`src/rtl/byte_coder_if.sv`:
```
// Upstream-to-coder byte handshake plus the serial line and status outputs.
`timescale 1ns/1ps
interface byte_coder_if;
  logic [7:0] d;
  logic       d_rdy;
  logic       msg_end;
  logic       tx;
  logic       busy;
  logic       bit_stb;

  modport master (output d, d_rdy, msg_end, input tx, busy, bit_stb);
  modport slave  (input d, d_rdy, msg_end, output tx, busy, bit_stb);
endinterface

```
`src/rtl/byte_coder.sv`:
```
// Serial byte coder: start, 8 data bits LSB first, parity, stop, then an
// optional idle gap after a message ends. All outputs are registered.
`timescale 1ns/1ps
module byte_coder #(
  parameter int CLK_DIV    = 4,
  parameter int GAP_BITS   = 2,
  parameter int PARITY_ODD = 1
) (
  input  logic         clk,
  input  logic         n_rst,
  byte_coder_if.slave  bus
);

  typedef enum logic [2:0] {IDLE, START, DATA, PARITY, STOP, GAP} state_t;

  localparam logic [7:0] DIV_LOAD = 8'(CLK_DIV - 1);
  localparam logic [3:0] GAP_LOAD = 4'(GAP_BITS - 1);

  state_t     state_reg;
  logic [7:0] div_reg;
  logic [2:0] bit_idx_reg;
  logic [7:0] shift_reg;
  logic [3:0] gap_cnt_reg;
  logic       gap_pend_reg;
  logic       tx_reg;
  logic       busy_reg;
  logic       bit_stb_reg;

  logic bit_end;
  logic parity_bit;
  logic gap_req;

  assign bit_end    = (div_reg == 8'd0);
  assign parity_bit = (^shift_reg) ^ (PARITY_ODD != 0);
  // A msg_end arriving on the very cycle STOP finishes still counts.
  assign gap_req    = gap_pend_reg | bus.msg_end;

  always_ff @(posedge clk) begin
    if (!n_rst) begin
      state_reg    <= IDLE;
      div_reg      <= 8'd0;
      bit_idx_reg  <= 3'd0;
      shift_reg    <= 8'd0;
      gap_cnt_reg  <= 4'd0;
      gap_pend_reg <= 1'b0;
      tx_reg       <= 1'b1;
      busy_reg     <= 1'b0;
      bit_stb_reg  <= 1'b0;
    end else begin
      if (bus.msg_end) gap_pend_reg <= 1'b1;
      bit_stb_reg <= 1'b0;
      if (state_reg != IDLE) begin
        if (bit_end) begin
          div_reg     <= DIV_LOAD;
          bit_stb_reg <= 1'b1;
        end else begin
          div_reg <= div_reg - 8'd1;
        end
      end

      case (state_reg)
        IDLE: begin
          if (bus.d_rdy) begin
            shift_reg   <= bus.d;
            state_reg   <= START;
            tx_reg      <= 1'b0;
            busy_reg    <= 1'b1;
            bit_stb_reg <= 1'b1;
            div_reg     <= DIV_LOAD;
          end else if (gap_req) begin
            state_reg    <= GAP;
            tx_reg       <= 1'b1;
            busy_reg     <= 1'b1;
            bit_stb_reg  <= 1'b1;
            div_reg      <= DIV_LOAD;
            gap_cnt_reg  <= GAP_LOAD;
            gap_pend_reg <= 1'b0;
          end
        end
        START: begin
          if (bit_end) begin
            state_reg   <= DATA;
            bit_idx_reg <= 3'd0;
            tx_reg      <= shift_reg[0];
          end
        end
        DATA: begin
          if (bit_end) begin
            bit_idx_reg <= bit_idx_reg + 3'd1;
            if (bit_idx_reg == 3'd7) begin
              state_reg <= PARITY;
              tx_reg    <= parity_bit;
            end else begin
              tx_reg <= shift_reg[bit_idx_reg + 3'd1];
            end
          end
        end
        PARITY: begin
          if (bit_end) begin
            state_reg <= STOP;
            tx_reg    <= 1'b1;
          end
        end
        STOP: begin
          if (bit_end) begin
            if (gap_req) begin
              state_reg    <= GAP;
              gap_cnt_reg  <= GAP_LOAD;
              gap_pend_reg <= 1'b0;
            end else begin
              state_reg   <= IDLE;
              busy_reg    <= 1'b0;
              bit_stb_reg <= 1'b0;
              div_reg     <= 8'd0;
            end
          end
        end
        GAP: begin
          if (bit_end) begin
            if (gap_cnt_reg == 4'd0) begin
              state_reg   <= IDLE;
              busy_reg    <= 1'b0;
              bit_stb_reg <= 1'b0;
              div_reg     <= 8'd0;
            end else begin
              gap_cnt_reg <= gap_cnt_reg - 4'd1;
            end
          end
        end
        default: state_reg <= IDLE;
      endcase
    end
  end

  assign bus.tx      = tx_reg;
  assign bus.busy    = busy_reg;
  assign bus.bit_stb = bit_stb_reg;

endmodule

```
`src/flat_wrapper.sv`:
```
// flat-port wrapper written by rule: the top's interface ports become plain ports
module byte_coder_flat 
#(
  parameter int CLK_DIV    = 4,
  parameter int GAP_BITS   = 2,
  parameter int PARITY_ODD = 1
)
  (clk, n_rst, bus_d, bus_d_rdy, bus_msg_end, bus_tx, bus_busy, bus_bit_stb);
  byte_coder_if bus_i ();
  input  logic clk;
  input  logic n_rst;
  input wire logic [$bits(bus_i.d)-1:0] bus_d;
  input wire logic [$bits(bus_i.d_rdy)-1:0] bus_d_rdy;
  input wire logic [$bits(bus_i.msg_end)-1:0] bus_msg_end;
  output wire logic [$bits(bus_i.tx)-1:0] bus_tx;
  output wire logic [$bits(bus_i.busy)-1:0] bus_busy;
  output wire logic [$bits(bus_i.bit_stb)-1:0] bus_bit_stb;
  assign bus_i.d = bus_d;
  assign bus_i.d_rdy = bus_d_rdy;
  assign bus_i.msg_end = bus_msg_end;
  assign bus_tx = bus_i.tx;
  assign bus_busy = bus_i.busy;
  assign bus_bit_stb = bus_i.bit_stb;
  byte_coder #(.CLK_DIV(CLK_DIV), .GAP_BITS(GAP_BITS), .PARITY_ODD(PARITY_ODD)) u_core (.clk(clk), .n_rst(n_rst), .bus(bus_i));
endmodule
```
`config.mk`:
```
export PLATFORM = sky130hd
export DESIGN_NAME = byte_coder_flat
export DESIGN_NICKNAME = d
export VERILOG_FILES = /design/src/rtl/byte_coder_if.sv /design/src/rtl/byte_coder.sv /design/src/flat_wrapper.sv
export SDC_FILE = /design/constraint.sdc
export NUM_CORES = 1
export LEC_CHECK = 0
export BUFFER_PORTS_ARGS = -buffer_cell sky130_fd_sc_hd__buf_2
export CORE_MARGIN = 4
export CORE_UTILIZATION = 42
export CTS_CLUSTER_SIZE = 30
export DETAILED_ROUTE_END_ITERATION = 8
export PLACE_DENSITY = 0.63
export SKIP_LAST_GASP = 1
export SYNTH_ARGS = -nofsm -noshare
export SYNTH_HDL_FRONTEND = slang
export SYNTH_SLANG_ARGS = --single-unit
```
`constraint.sdc`:
```
create_clock -name clk -period 2.7 [get_ports clk]
set_clock_uncertainty 0.05 [all_clocks]
set_input_delay 0.54 -clock clk [delete_from_list [all_inputs] [get_ports clk]]
set_output_delay 0.54 -clock clk [all_outputs]
set_load 0.02 [all_outputs]
```
==> results.toml <==
[synth]
synthAdderAreaFrac_pct = 4.338
syn_inst = 206
ys_warn_count = 0
ys_ff_latch = 30
yosysSeqAreaShare_pct = 34.71
synth_xor_area_share_pct = 6.580
synth_top_family_by_area = "simple AND/OR/NAND/NOR gates"
synthMuxAreaShare_pct = 3.037
synth_edf_count = 0
synth_ff_type = "dfxtp_1"
async_reset_ff_share_pct = 0
syn-cell-area_um2 = 1730
synth_area_leaders = "dfxtp_1 35%, a21oi_1 6.4%, nand2_1 6.1%, xnor2_1 5.6%, ha_1 4.3%"
synthSimpleGateAreaFrac_pct = 26.61
syn_nets = 224
synth_top_area_cell = "dfxtp_1"
ys_types = 48
synth_top_area_share_pct = 34.71
synth-compound-area-share_pct = 21.33
syn-mean-instance-area_um2 = 8.400

[global_route]
grt_pass1_wl_um = 6182
grt_pass1_vias = 1303
antenna_found_initial = 0
gr-total-overflow = 0
grt_max_degree = 24
grt_usage_pct = 15.10

[cts]
cts_resized = 0
hold_buffers = 0
cts_tree = "built"
cts_htree_levels = 2
postCtsSetupRepairBufs = 0
numCtsBuffers = 5
clock_sinks = 30
root_buffer = "clkbuf_8"
clk_latency_ns = 0.29
clk_path_buf_depth = 2
clk_pin_slew_ns = 0.06

[setup_path]
cpMaxStageDelayCell = "dfxtp_1"
path_cells = "nand4bb_1 > a21oi_1 > a21boi_1 > a21oi_1 > a311oi_1"
startpoint_type = "flip-flop"
path_max_fanout = 23
crit_path_end = "u_core.bus.busy"
path_buf_inv = 0
crit_cells = 5
critPathArrivalTime_ns = 2.27
reg2reg_depth = 5
rrSetupSlack_ns = 0.57
path_class = "reg2reg"
r2r_end = "u_core.bus.busy"
max_stage_delay_ns = 0.87
crit_path_end_kind = "flip-flop"
timing.rr.start = "u_core.state_reg[2]"
startpoint = "u_core.state_reg[2]"
worstPathRequired_ns = 2.84
path_common_cell = "a21oi_1"
critPathTopFamily = "compound AO/OA/AOI/OAI gates"

[pwr]
switching_share_pct = 41.97
sequentialPowerShare_pct = 30.6
cellPowerDensity_nw_per_um2 = 1230
pwr-share-clk_pct = 19.4
comb_power_share_pct = 50.0
p_leak_nw = 0.7716
power_switching_w = 0.001001
p_int_w = 0.001385
ir_drop_mv = 0.4503

[die]
dieArea_um2 = 5211
fp.coreArea_um2 = 4000
fp.dieW_um = 72.19
fp-row-count = 23
start_util_pct = 43.26
die_h_um = 72.19
ioPinCount = 15

[cells_and_area]
final_cell_mix = "30 x dfxtp_1, 28 x nand2_1, 22 x a21oi_1, 20 x nor2_1, 14 x buf_2"
fin_cells = 268
layout.nets = 236
multi_input_area_um2 = 1071
nFillCells = 399
syn_to_final_growth_pct = 12.08
seq_area_um2 = 600.6
antenna_cells = 0
final_common_cell = "dfxtp_1"
drive_gt1_share_pct = 16.51

[detailed_routing]
drt_iter0_drc = 97
viasPerCell = 5.455
num_vias = 1462
firstDrtPassIters = 4
ant_nets = 0
post-route-drc-count = 0
wl_per_cell_um = 13.12
wl_um = 3517

[sta]
hold_viol = 0
max_freq_ghz = 0.4696
period_minus_slack_ns = 2.130
tightestPinTransition_ns = 0.8345
report.final.slew_viol_count = 0
rsz0062_at_grt = "false"
maxSlewHeadroom_pct = 44.29
finalCritPeriodShare_pct = 78.87
finalWorstSetupSlack_ns = 0.5704
setup_viol = 0
finalSetupTns_ns = 0

[outcome]
status = "finished clean"

[placed_design]
place.gp.congestion = 0.8210
dpl.cell_count = 261
pre_cts_ws_ns = 0.6031
dpl.hpwl_um = 2479
port_buffers = 14

[hold_path]
worstHoldPathType = "reg2reg"

[flow_run]
max_cap_violations = 0
per-layer routing:
metal	GRT usage (%)	wire, um
met5	0	0
met3	4.571	164
met1	20.87	1827
met2	21.74	1458
met4	6.263	66
tightest hold or removal path, cell delays in order (launching register included):
cell,delay [ns]
dfxtp_1,0.31
nand2b_1,0.06
a21oi_1,0.05
cells in the mapped netlist (all sizes together), types with 4 or more instances:
cell    number
a21oi       22
clkbuf       7
dfxtp       30
ha           6
inv          5
nand2       28
nand2b       4
nand3        5
nor2        21
nor3        12
o211a        6
o21ai        6
xnor2       11
area by class of cell:
type	count	area share (%)
Clock buffer	6	4.258
Tap cell	50	3.226
Clock inverter	1	1.548
Inverter	6	1.161
Timing Repair Buffer	14	3.613
Sequential cell	30	30.97
Multi-Input combinational cell	161	55.23
kinds of logic after synthesis:
kind of cell / count (synthesis)
xor gates and xnor gates: 13
buffers and inverters: 15
adders and majority gates: 6
muxes: 4
AOI/OAI and AO/OA: 52
DFF: 30
and+or+nand+nor: 86
worst min path at each step:
stage | from | endpoint | cells past startpoint
detailed placement | u_core.bit_idx_reg[1] | u_core.bit_idx_reg[1] | 2
CTS | u_core.bit_idx_reg[1] | u_core.bit_idx_reg[1] | 2
floorplan | u_core.bit_idx_reg[1] | u_core.bit_idx_reg[1] | 2
global route | bus_d[1] | u_core.shift_reg[1] | 3
global placement | u_core.bit_idx_reg[2] | u_core.bit_idx_reg[2] | 2
finish | u_core.bit_idx_reg[1] | u_core.bit_idx_reg[1] | 2
through the flow:
stage / hold WS [ns] / utilization (%) / cell area, um2 / power [W]
6_report: 0.4250 / 48.48 / 1939 / 0.002386
5_1_grt: 0.4389 / 48.48 / 1939 / 0.002594
4_1_cts: 0.4251 / 48.48 / 1939 / 0.002409
3_5_place_dp: 0.4131 / 45.67 / 1827 / 0.001929
3_3_place_gp: 0.4148 / 45.67 / 1827 / 0.001936
2_1_floorplan: 0.3991 / - / 1730 / 0.001712
power by group through the flow:
stage,clock network (W),logic [W],registers (W)
after floorplan,0,0.00102,0.000688
after global placement,0,0.00120,0.000740
after detailed placement,0,0.00119,0.000740
after CTS,0.000477,0.00120,0.000729
after global routing,0.000494,0.00134,0.000755
final,0.000462,0.00119,0.000731
No activity file was read; power rests on OpenSTA's default activity.
